### config.mk
export PLATFORM = sky130hd
export DESIGN_NAME = gift_cofb_rkey_gen
export DESIGN_NICKNAME = d
export VERILOG_FILES = /design/src/rtl/gift_cofb_rkey_gen.sv
export SDC_FILE = /design/constraint.sdc
export NUM_CORES = 1
export LEC_CHECK = 0
export ABC_AREA = 1
export CAP_MARGIN = 20
export CORE_UTILIZATION = 45
export CTS_CLUSTER_SIZE = 30
export DETAILED_ROUTE_END_ITERATION = 7
export DONT_BUFFER_PORTS = 1
export HOLD_SLACK_MARGIN = 0.08
export PLACE_DENSITY = 0.56
export SLEW_MARGIN = 25
export SYNTH_ARGS = -nofsm -noshare
export SYNTH_HDL_FRONTEND = slang
export SYNTH_SLANG_ARGS = --single-unit
### constraint.sdc
create_clock -name g_clk -period 2.6 [get_ports g_clk]
set_clock_uncertainty 0.15 [all_clocks]
set_input_delay 0.78 -clock g_clk [delete_from_list [all_inputs] [get_ports g_clk]]
set_output_delay 0.78 -clock g_clk [all_outputs]
set_load 0.03 [all_outputs]
### src/rtl/gift_cofb_rkey_gen.sv
// Sequential GIFT-128 round-key generator: loads a 128-bit key in four beats, emits two words per round.
// Optional key-arrangement fix-slicing of each output word is enabled with `define GIFT_RKEY_ARRANGE_EN.
module gift_cofb_rkey_gen #(
    parameter int NROUNDS = 40
) (
    input  logic        g_clk,
    input  logic        g_resetn,
    input  logic        abort,
    input  logic        key_valid,
    output logic        key_ready,
    input  logic [31:0] key_data,
    output logic        rk_valid,
    input  logic        rk_ready,
    output logic [31:0] rk_data,
    output logic [5:0]  rk_round,
    output logic        rk_last,
    output logic        busy
);

    // state | meaning
    // IDLE  | waiting for the first key beat
    // LOAD  | collecting key beats 1..3
    // RUN   | streaming round-key words
    localparam logic [1:0] IDLE = 2'd0;
    localparam logic [1:0] LOAD = 2'd1;
    localparam logic [1:0] RUN  = 2'd2;

    localparam logic [5:0] LAST_ROUND = 6'(NROUNDS - 1);

    logic [1:0]  state_q, state_d;
    logic [1:0]  beat_q, beat_d;
    logic        sel_q, sel_d;
    logic [5:0]  round_q, round_d;
    logic [31:0] w0_q, w1_q, w2_q, w3_q;
    logic [31:0] w0_d, w1_d, w2_d, w3_d;
    logic        key_ready_q, key_ready_d;
    logic        key_acc;
    logic        rk_hs;
    logic [31:0] word_sel;
    logic [31:0] word_out;

    function automatic logic [31:0] key_update(input logic [31:0] x);
        return ((x >> 12) & 32'h0000000f) | ((x & 32'h00000fff) << 4)
             | ((x >> 2) & 32'h3fff0000)  | ((x & 32'h00030000) << 14);
    endfunction

`ifdef GIFT_RKEY_ARRANGE_EN
    function automatic logic [31:0] swapmove(input logic [31:0] x, input logic [31:0] m,
                                             input int n);
        logic [31:0] t;
        t = (x ^ (x >> n)) & m;
        return x ^ t ^ (t << n);
    endfunction

    function automatic logic [31:0] arrange(input logic [31:0] x, input logic [1:0] imm);
        logic [31:0] y;
        y = x;
        case (imm)
            2'd0: begin
                y = swapmove(y, 32'h00550055, 9);
                y = swapmove(y, 32'h00003333, 18);
                y = swapmove(y, 32'h000f000f, 12);
            end
            2'd1: begin
                y = swapmove(y, 32'h11111111, 3);
                y = swapmove(y, 32'h03030303, 6);
                y = swapmove(y, 32'h000f000f, 12);
            end
            2'd2: begin
                y = swapmove(y, 32'h0000aaaa, 15);
                y = swapmove(y, 32'h00003333, 18);
                y = swapmove(y, 32'h0000f0f0, 12);
            end
            default: begin
                y = swapmove(y, 32'h0a0a0a0a, 3);
                y = swapmove(y, 32'h00cc00cc, 6);
                y = swapmove(y, 32'h0000f0f0, 12);
            end
        endcase
        return swapmove(y, 32'h000000ff, 24);
    endfunction
`endif

    assign word_sel = sel_q ? w3_q : w1_q;

`ifdef GIFT_RKEY_ARRANGE_EN
    assign word_out = arrange(word_sel, round_q[1:0]);
`else
    assign word_out = word_sel;
`endif

    assign rk_valid  = (state_q == RUN);
    assign rk_data   = rk_valid ? word_out : 32'h0;
    assign rk_round  = round_q;
    assign rk_last   = rk_valid & sel_q & (round_q == LAST_ROUND);
    assign busy      = (state_q == LOAD) | (state_q == RUN);
    assign key_ready = key_ready_q;

    assign key_acc = key_valid & key_ready_q;
    assign rk_hs   = rk_valid & rk_ready;

    always_comb begin
        state_d = state_q;
        beat_d  = beat_q;
        sel_d   = sel_q;
        round_d = round_q;
        w0_d    = w0_q;
        w1_d    = w1_q;
        w2_d    = w2_q;
        w3_d    = w3_q;
        if (abort) begin
            state_d = IDLE;
            beat_d  = 2'd0;
            sel_d   = 1'b0;
            round_d = 6'd0;
        end else begin
            case (state_q)
                IDLE: begin
                    if (key_acc) begin
                        w0_d    = key_data;
                        beat_d  = 2'd1;
                        state_d = LOAD;
                    end
                end
                LOAD: begin
                    if (key_acc) begin
                        case (beat_q)
                            2'd1:    w1_d = key_data;
                            2'd2:    w2_d = key_data;
                            default: w3_d = key_data;
                        endcase
                        beat_d = beat_q + 2'd1;
                        if (beat_q == 2'd3) begin
                            state_d = RUN;
                            round_d = 6'd0;
                            sel_d   = 1'b0;
                        end
                    end
                end
                RUN: begin
                    if (rk_hs) begin
                        if (!sel_q) begin
                            sel_d = 1'b1;
                        end else if (rk_last) begin
                            // final word: leave W untouched and park the counters
                            state_d = IDLE;
                            sel_d   = 1'b0;
                            round_d = 6'd0;
                        end else begin
                            sel_d   = 1'b0;
                            round_d = round_q + 6'd1;
                            w3_d    = w2_q;
                            w2_d    = w1_q;
                            w1_d    = w0_q;
                            w0_d    = key_update(w3_q);
                        end
                    end
                end
                default: state_d = IDLE;
            endcase
        end
        key_ready_d = (state_d != RUN);
    end

    always_ff @(posedge g_clk or negedge g_resetn) begin
        if (!g_resetn) begin
            state_q     <= IDLE;
            beat_q      <= 2'd0;
            sel_q       <= 1'b0;
            round_q     <= 6'd0;
            w0_q        <= 32'h0;
            w1_q        <= 32'h0;
            w2_q        <= 32'h0;
            w3_q        <= 32'h0;
            key_ready_q <= 1'b0;
        end else begin
            state_q     <= state_d;
            beat_q      <= beat_d;
            sel_q       <= sel_d;
            round_q     <= round_d;
            w0_q        <= w0_d;
            w1_q        <= w1_d;
            w2_q        <= w2_d;
            w3_q        <= w3_d;
            key_ready_q <= key_ready_d;
        end
    end

endmodule

; Yosys cells after proc, flatten, opt, wreduce, memory -nomap -nowiden
; Cells that the tools add are included.
[totals]
input_bits = 37
reg_bits = 140
word_cells = 103
out_inout_bits = 42
[op_classes]
n_mux = 50
bitwise = 9
n_addsub = 2
n_reduce_logical = 13
n_eq_ne = 20
[ops]
columns = cell, n
row1 = $mux 32, 21
row2 = $pmux 32 s2, 4
row3 = $mux 6, 6
row4 = $or 30x32->32, 1
row5 = $or 16x30->30, 1
row6 = $reduce_and 7->1, 3
row7 = $mux 2, 10
row8 = $or 4x16->16, 1
row9 = $pmux 6 s2, 1
row10 = $ne 2x2->1 const B, 5
row11 = $ne 3x2->1 const B, 3
row12 = $ne 2x1->1 const B, 4
row13 = $add 6x1->6 const B, 1
row14 = $eq 2x2->1 const B, 3
row15 = $eq 6x6->1 const B, 1
row16 = $ne 3x3->1 const B, 2
row17 = $pmux 2 s3, 1
row18 = $reduce_and 6->1, 1
row19 = $reduce_bool 3->1, 2
row20 = $mux 1, 5
row21 = $reduce_and 5->1, 1
row22 = $and 1x1->1, 4
row23 = $eq 2x1->1 const B, 2
row24 = $pmux 2 s2, 1
row25 = 9 further kinds, 10

; Logic depth before layout (Yosys ltp)
; Gate-level depths: netlist of run 1.
[logic_depth]
depth_word = 9
depth_mapped = 11
depth_no_buf = 10

; Worst setup path after synthesis of run 1
; Ideal clock, no wire load.
[synth_path]
kind = flip-flop to output port
start = register state_q[0]
end = output port rk_data[10]
required_ps = 1670
setup_slack_ps = -596
t_arrival_ps = 2266
path_stages_with_launch = 9
n_path_buf = 4
path_cell_list = dfrtp_1 inv_1 ha_1 buf_4 buf_2 buf_4 buf_2 nand2_1 o21ai_0
[synth_between]
elab_chain_len = 2
[synth_lines]
columns = element, line
row1 = "start, declared", 30  ; logic [1:0] state_q, state_d;
row2 = "start signal, assigned", 177  ; state_q <= state_d;
row3 = $eq 2x2->1, 92  ; assign rk_valid = (state_q == RUN);
row4 = via rk_valid, 12  ; output logic rk_valid,
row5 = $mux 32, 93  ; assign rk_data = rk_valid ? word_out : 32'h0;
row6 = "end, declared", 14  ; output logic [31:0] rk_data,
; The timed path passes the listed nets, and every way through them passes these cells.

; Worst setup path in the final report of run 1
[layout_path]
start = register state_q[0]
end = output port rk_data[13]
[layout_between]
elab_chain_len = 2
[layout_lines]
columns = element, line
row1 = $eq 2x2->1, 92
row2 = $mux 32, 93
; Every way passes these cells.

==> flow_metrics.tcl, run 1 <==
set metrics [dict create \
    count_of_different_cell_masters_after_synthesis 27 \
    synth_flop_cell "dfrtp_1" \
    hpwl_um 11240 \
    clock_tree_buffer_depth 2 \
    placed_area_um2 8075 \
    syn_area_um2 7470 \
    route.antenna.remaining_nets 0 \
    final_net_count 924 \
    period_minus_slack_ns 2.613 \
    grt.met2_usage 0.3396 \
    final_area_um2 9184 \
    synth_seq_area_share 0.4690 \
    global_route_wire_length_before_repair_um 28720 \
    cp.arrival_ns 1.68 \
    violations "hold timing, setup timing" \
    synthArstFlopShare 1.000 \
    cap_violations 0 \
    drc 0 \
    ff_latch_area_um2 3503 \
    io_count 79 \
    critPathKind "reg -> out" \
    power_leakage_uw 0.004098 \
    grt_pass1_vias 5502 \
    path_delay_family "buffers and inverters" \
    fin_ws_ns -0.01319 \
    most_heavily_used_metal_layer_in_global_routing "met2" \
    outcome "complete, but fails checks" \
    slowest_stage "dfrtp_1" \
    setup_viol_count_final 14 \
    tightestPinTransition_ns 0.5915 \
    layout.cells.most_common_list "nand2_1, dfrtp_1, a21oi_1" \
    avgRoutedWirePerCell_um 16.89 \
    timing.max_slew.rel_slack 0.6057 \
    layout.core_utilization 0.5719 \
    final.period_utilization 1.005 \
    switching_share_of_power 0.3094 \
    critical_path.startpoint_type "flip-flop" \
    floorplan.core_area_um2 16060 \
    routed-via-count 5986 \
    hold_ws_ns -0.09840 \
    worst_hold_path_type "in -> async" \
    p_switching_uw 2202 \
    detail_route.vias_per_cell 5.407 \
    share_comb_of_total_power 0.179 \
    yosys_register_bits 140 \
    clock_insertion_delay_worst_skew_ns 0.42 \
    rsz0062_at_grt "yes" \
    clkSlewWorstSetupHoldPaths_ns 0.06 \
    die_area_um2 17120 \
    cts_buffers 17 \
    grt_util_met1 0.3131 \
    use_met3 0.04194 \
    clock_sink_count 140 \
    cts_root_buf "clkbuf_16" \
    n_antenna_cell 0 \
    path_cells "inv_2, ha_4, buf_6, clkbuf_16, nand2_2, o21ai_4" \
    intPower_uw 4914 \
    fillerInstances 1398 \
    mostFrequentLayoutCell "nand2_1" \
    ir_drop_v 0.0004996 \
    place.port_buffers 0 \
    worst-path-buf-inv 3 \
    synth_largest_type_area_fraction 0.4690 \
    critPathMaxFanout 9 \
    synthToLayoutAreaGrowth_pct 22.95 \
    multi_input_comb_area_um2 3804 \
    grt.total_usage 0.2229 \
    number_of_flops_mapped_to_enable_cells_by_yosys 0 \
    fp-row-count 46 \
    grt_max_degree 141 \
    cpPeakStageDelay_ns 0.38 \
    power.share.sequential 0.474 \
    detail_route.wirelength_um 18700 \
    initial_utilization 0.4652 \
    cts_tree "yes" \
    dr.pass1.iters 6 \
    die_height_um 130.8 \
    grt_overflow_total 0 \
    number_of_nets_in_the_synthesized_netlist 906 \
    numPlacedInstances 1053 \
    antenna_found_initial 0 \
    setup_total_negative_slack_ns -0.09415 \
    die_w_um 130.8 \
    setup.worst_path.end_class "output pin" \
    ratio_of_cells_with_drive_above_1_in_the_final_layout 0.3098 \
    max_freq_mhz 382.7 \
    synthDominantAreaCellType "dfrtp_1" \
    pwr_density_cell_nw_per_um2 774.7 \
    cp.required_ns 1.67 \
    gp_congestion 0.8309 \
    synth_warnings 0 \
    report.final.hold_viol_count 140 \
    cts.htree.levels 4 \
    detailedRoute.firstIterationViolations 490 \
    netlist_instances 861 \
    p_clk_frac 0.347 \
    synth_area_per_cell_um2 8.676 \
    synthTopCellsByArea "dfrtp_1, o21ai_2, nand2_1" \
    timing_max_transition_violations_final 0 \
    final_cell_count_no_fill 1107 \
]
-- repair_timing --
item | 4_1_cts | 5_1_grt
gates resized for setup | 25 | 15
hold endpoints to repair | 140 | 140
setup buffers | 11 | 2
pin swaps | 6 | 11
setup endpoints to repair | 34 | 30
gates cloned | 3 | 8
-- power by group through the flow --
| stage | clock network, µW | registers [µW] | logic [µW] |
|---|---|---|---|
| after floorplan | 0 | 3160 | 1110 |
| after global placement | 0 | 3350 | 1230 |
| final | 2470 | 3370 | 1270 |
| after CTS | 2520 | 3350 | 1280 |
| after detailed placement | 0 | 3360 | 1280 |
| after global routing | 2610 | 3450 | 1450 |
-- metal layers --
metal,part of all wire,up-vias,wire length [µm]
met5,0,-,0
met4,0.018,0,340
met3,0.036,24,669
met2,0.47,143,8801
met1,0.48,2884,8887
li1,-,2935,-
-- layout make-up --
class	instances	share of cell area
clock buffers	24	0.05245
clock inverters	7	0.01226
inverters	56	0.02357
multi-input cells	607	0.4142
flip-flops and latches	140	0.3815
well taps	216	0.02943
repair buffers	57	0.08665
-- sequential cells by signal, indices dropped and copies added, names as in the netlist --
signal	flops
w0_q	32
w1_q	32
w2_q	32
w3_q	32
rk_round	6
beat_q	2
state_q	2
key_ready	1
sel_q	1
-- synth_stat cells, types with 2 or more instances --
cell,number
nand3_1,44
clkbuf_1,15
dfrtp_1,140
inv_1,53
buf_6,24
nand2_1,184
buf_4,2
nor2_1,49
o21ai_2,114
buf_1,5
o21ai_0,41
o21ai_1,15
nand2_2,2
buf_2,12
a21oi_1,130
nand4_1,6
inv_2,3
nor3_1,2
nand3_4,5
ha_1,8
-- worst paths after layout --
path	from	endpoint	slack, ns	depth (start not counted)
min reg2reg	w2_q[23]$_DFFE_PN0P_	w2_q[23]$_DFFE_PN0P_	0.33	2
max	state_q[0]$_DFF_PN0_	rk_data[13]	-0.01	6
max reg2reg	state_q[0]$_DFF_PN0_	w2_q[30]$_DFFE_PN0P_	0.24	11
min	g_resetn	beat_q[0]$_DFFE_PN0P_	-0.1	0
max in group asynchronous	g_resetn	w2_q[3]$_DFFE_PN0P_	2.19	0
min in group g_clk	abort	beat_q[1]$_DFFE_PN0P_	0.27	1
-- metrics by stage --
stage	setup slack [ns]	total power [µW]
global route	-0.08810	7509
detailed placement	0.1661	4638
floorplan	0.02184	4271
finish	-0.01319	7115
global placement	0.2168	4580
CTS	-0.08502	7147
-- cells by family after synthesis --
logic type / synth area share
adder cells (fa/ha/maj): 0.01340
AND/OR/NAND/NOR: 0.1695
AO/OA/AOI/OAI: 0.2637
buffers and inverters: 0.08442
flip-flops: 0.4690
(Power assumes the default switching activity.)
==> run 2, diff against run 1 <==
--- a/config.mk
+++ b/config.mk
@@ -7,6 +7,7 @@
 export LEC_CHECK = 0
 export ABC_AREA = 1
 export CAP_MARGIN = 20
+export CORE_MARGIN = 2
 export CORE_UTILIZATION = 45
 export CTS_CLUSTER_SIZE = 30
 export DETAILED_ROUTE_END_ITERATION = 7
==> flow_metrics.tcl, run 2 (same netlist as run 1, synthesis figures left out) <==
set metrics [dict create \
    fillerInstances 1428 \
    cp.required_ns 1.67 \
    power.share.sequential 0.478 \
    detail_route.wirelength_um 18220 \
    period_minus_slack_ns 2.613 \
    die_area_um2 17650 \
    hold_ws_ns -0.09161 \
    global_route_wire_length_before_repair_um 30460 \
    die_w_um 132.8 \
    gp_congestion 0.8421 \
    slowest_stage "dfrtp_2" \
    pwr_density_cell_nw_per_um2 765.6 \
    avgRoutedWirePerCell_um 16.46 \
    ratio_of_cells_with_drive_above_1_in_the_final_layout 0.3213 \
    rsz0062_at_grt "yes" \
    detail_route.vias_per_cell 5.395 \
    fin_ws_ns -0.01287 \
    cts_buffers 17 \
    worst_reg_to_reg_setup_slack_ns 0.36 \
    share_comb_of_total_power 0.182 \
    hpwl_um 11030 \
    antenna_found_initial 0 \
    layout.core_utilization 0.5651 \
    tightestPinTransition_ns 0.4538 \
    outcome "complete, but fails checks" \
    critPathKind "reg -> out" \
    place.port_buffers 0 \
    clock_insertion_delay_worst_skew_ns 0.42 \
    grt_pass1_vias 5842 \
    ir_drop_v 0.0004945 \
    drc 0 \
    route.antenna.remaining_nets 0 \
    final_net_count 919 \
    p_clk_frac 0.340 \
    synthToLayoutAreaGrowth_pct 24.12 \
    timing_max_transition_violations_final 0 \
    timing.max_slew.rel_slack 0.6974 \
    grt_overflow_total 0 \
    report.final.hold_viol_count 140 \
    switching_share_of_power 0.3216 \
    cpPeakStageDelay_ns 0.48 \
    p_switching_uw 2282 \
    critPathMaxFanout 20 \
    cp.arrival_ns 1.68 \
    clkSlewWorstSetupHoldPaths_ns 0.06 \
    grt.total_usage 0.2164 \
    n_antenna_cell 0 \
    path_cells "inv_12, buf_12, buf_4, o21ai_4" \
    cap_violations 0 \
    r2r.worst_path.cells 12 \
    clock_tree_buffer_depth 2 \
    worst_setup_slack_before_clock_tree_synthesis_ns 0.1731 \
    layout.cells.most_common_list "nand2_1, dfrtp_1, a21oi_1" \
    mostFrequentLayoutCell "nand2_1" \
    setup_viol_count_final 3 \
    detailedRoute.firstIterationViolations 338 \
    setup_total_negative_slack_ns -0.03006 \
    cts_root_buf "clkbuf_16" \
    max_freq_mhz 382.7 \
    grt_max_degree 141 \
    final.period_utilization 1.005 \
    violations "hold timing, setup timing" \
    io_count 79 \
    worst_hold_path_type "in -> async" \
    cts_tree "yes" \
    fp-row-count 47 \
    intPower_uw 4815 \
    critical_path.startpoint_type "flip-flop" \
    dr.pass1.iters 6 \
    routed-via-count 5972 \
    power_leakage_uw 0.004140 \
    floorplan.core_area_um2 16410 \
    p_total_uw 7098 \
    cts.htree.levels 4 \
    die_height_um 132.8 \
    clock_sink_count 140 \
    setup.worst_path.end_class "output pin" \
    initial_utilization 0.4553 \
]
run 2: cell types whose count changed in the layout (fill, tap and decap cells not counted), sizes merged:
cell	change
clkbuf	-10
inv	+2
bufbuf	+2
bufinv	-1
clkinv	+2
clkinvlp	+3
buf	-2
run 2: stage by stage:
step | area (µm²) | cells
global route | 9271 | 1107
floorplan | 7855 | 861
CTS | 9089 | 1101
finish | 9271 | 1107
global placement | 8025 | 1048
detailed placement | 8025 | 1048
run 2: power by group through the flow:
stage	logic [µW]	registers, µW	clock network (µW)
5_1_grt	1460	3470	2580
2_1_floorplan	1110	3160	0
4_1_cts	1300	3360	2470
3_5_place_dp	1290	3360	0
3_3_place_gp	1230	3350	0
6_report	1290	3390	2410
run 2: path summary, 6_finish.rpt:
path                                                 to            startpoint
worst min register to register     w0_q[21]$_DFFE_PN0P_  w0_q[21]$_DFFE_PN0P_
worst max-delay path                        rk_data[27]     sel_q$_DFFE_PN0P_
max in group asynchronous             sel_q$_DFFE_PN0P_              g_resetn
min in group g_clk                beat_q[1]$_DFFE_PN0P_                 abort
worst min-delay path            rk_round[3]$_DFFE_PN0P_              g_resetn
worst max register to register     w0_q[24]$_DFFE_PN0P_  state_q[0]$_DFF_PN0_
run 2: critical path, delay by kind of cell (launching register included):
kind                   cells  cell delay (ns)
AOI/OAI and AO/OA          1             0.26
DFF                        1             0.48
buffers and inverters      3             0.50
run 2: repair_timing:
item                                   4_1_cts  5_1_grt
gates resized for setup                     44       25
gates cloned                                 6        3
buffers inserted                            15        3
pin swaps                                   15       19
endpoints found under the hold margin      140      140
setup endpoints to repair                   33       34
run 2: cell type report:
class                           instances  area [µm²]  share of cell area
Multi-Input combinational cell        607        3881              0.4186
Sequential cell                       140        3506              0.3781
Timing Repair Buffer                   52       787.0             0.08489
Clock buffer                           19       452.9             0.04885
Tap cell                              220       275.3             0.02969
Inverter                               56       229.0             0.02470
Clock inverter                         13       140.1             0.01511
run 2: routing by layer:
| metal | part of all wire | vias to the layer above | GRT usage |
|---|---|---|---|
| met5 | 0 | - | 0 |
| met4 | 0.016 | 0 | 0.06093 |
| met3 | 0.037 | 22 | 0.04751 |
| met2 | 0.47 | 120 | 0.3368 |
| met1 | 0.48 | 2892 | 0.3057 |
| li1 | - | 2938 | - |
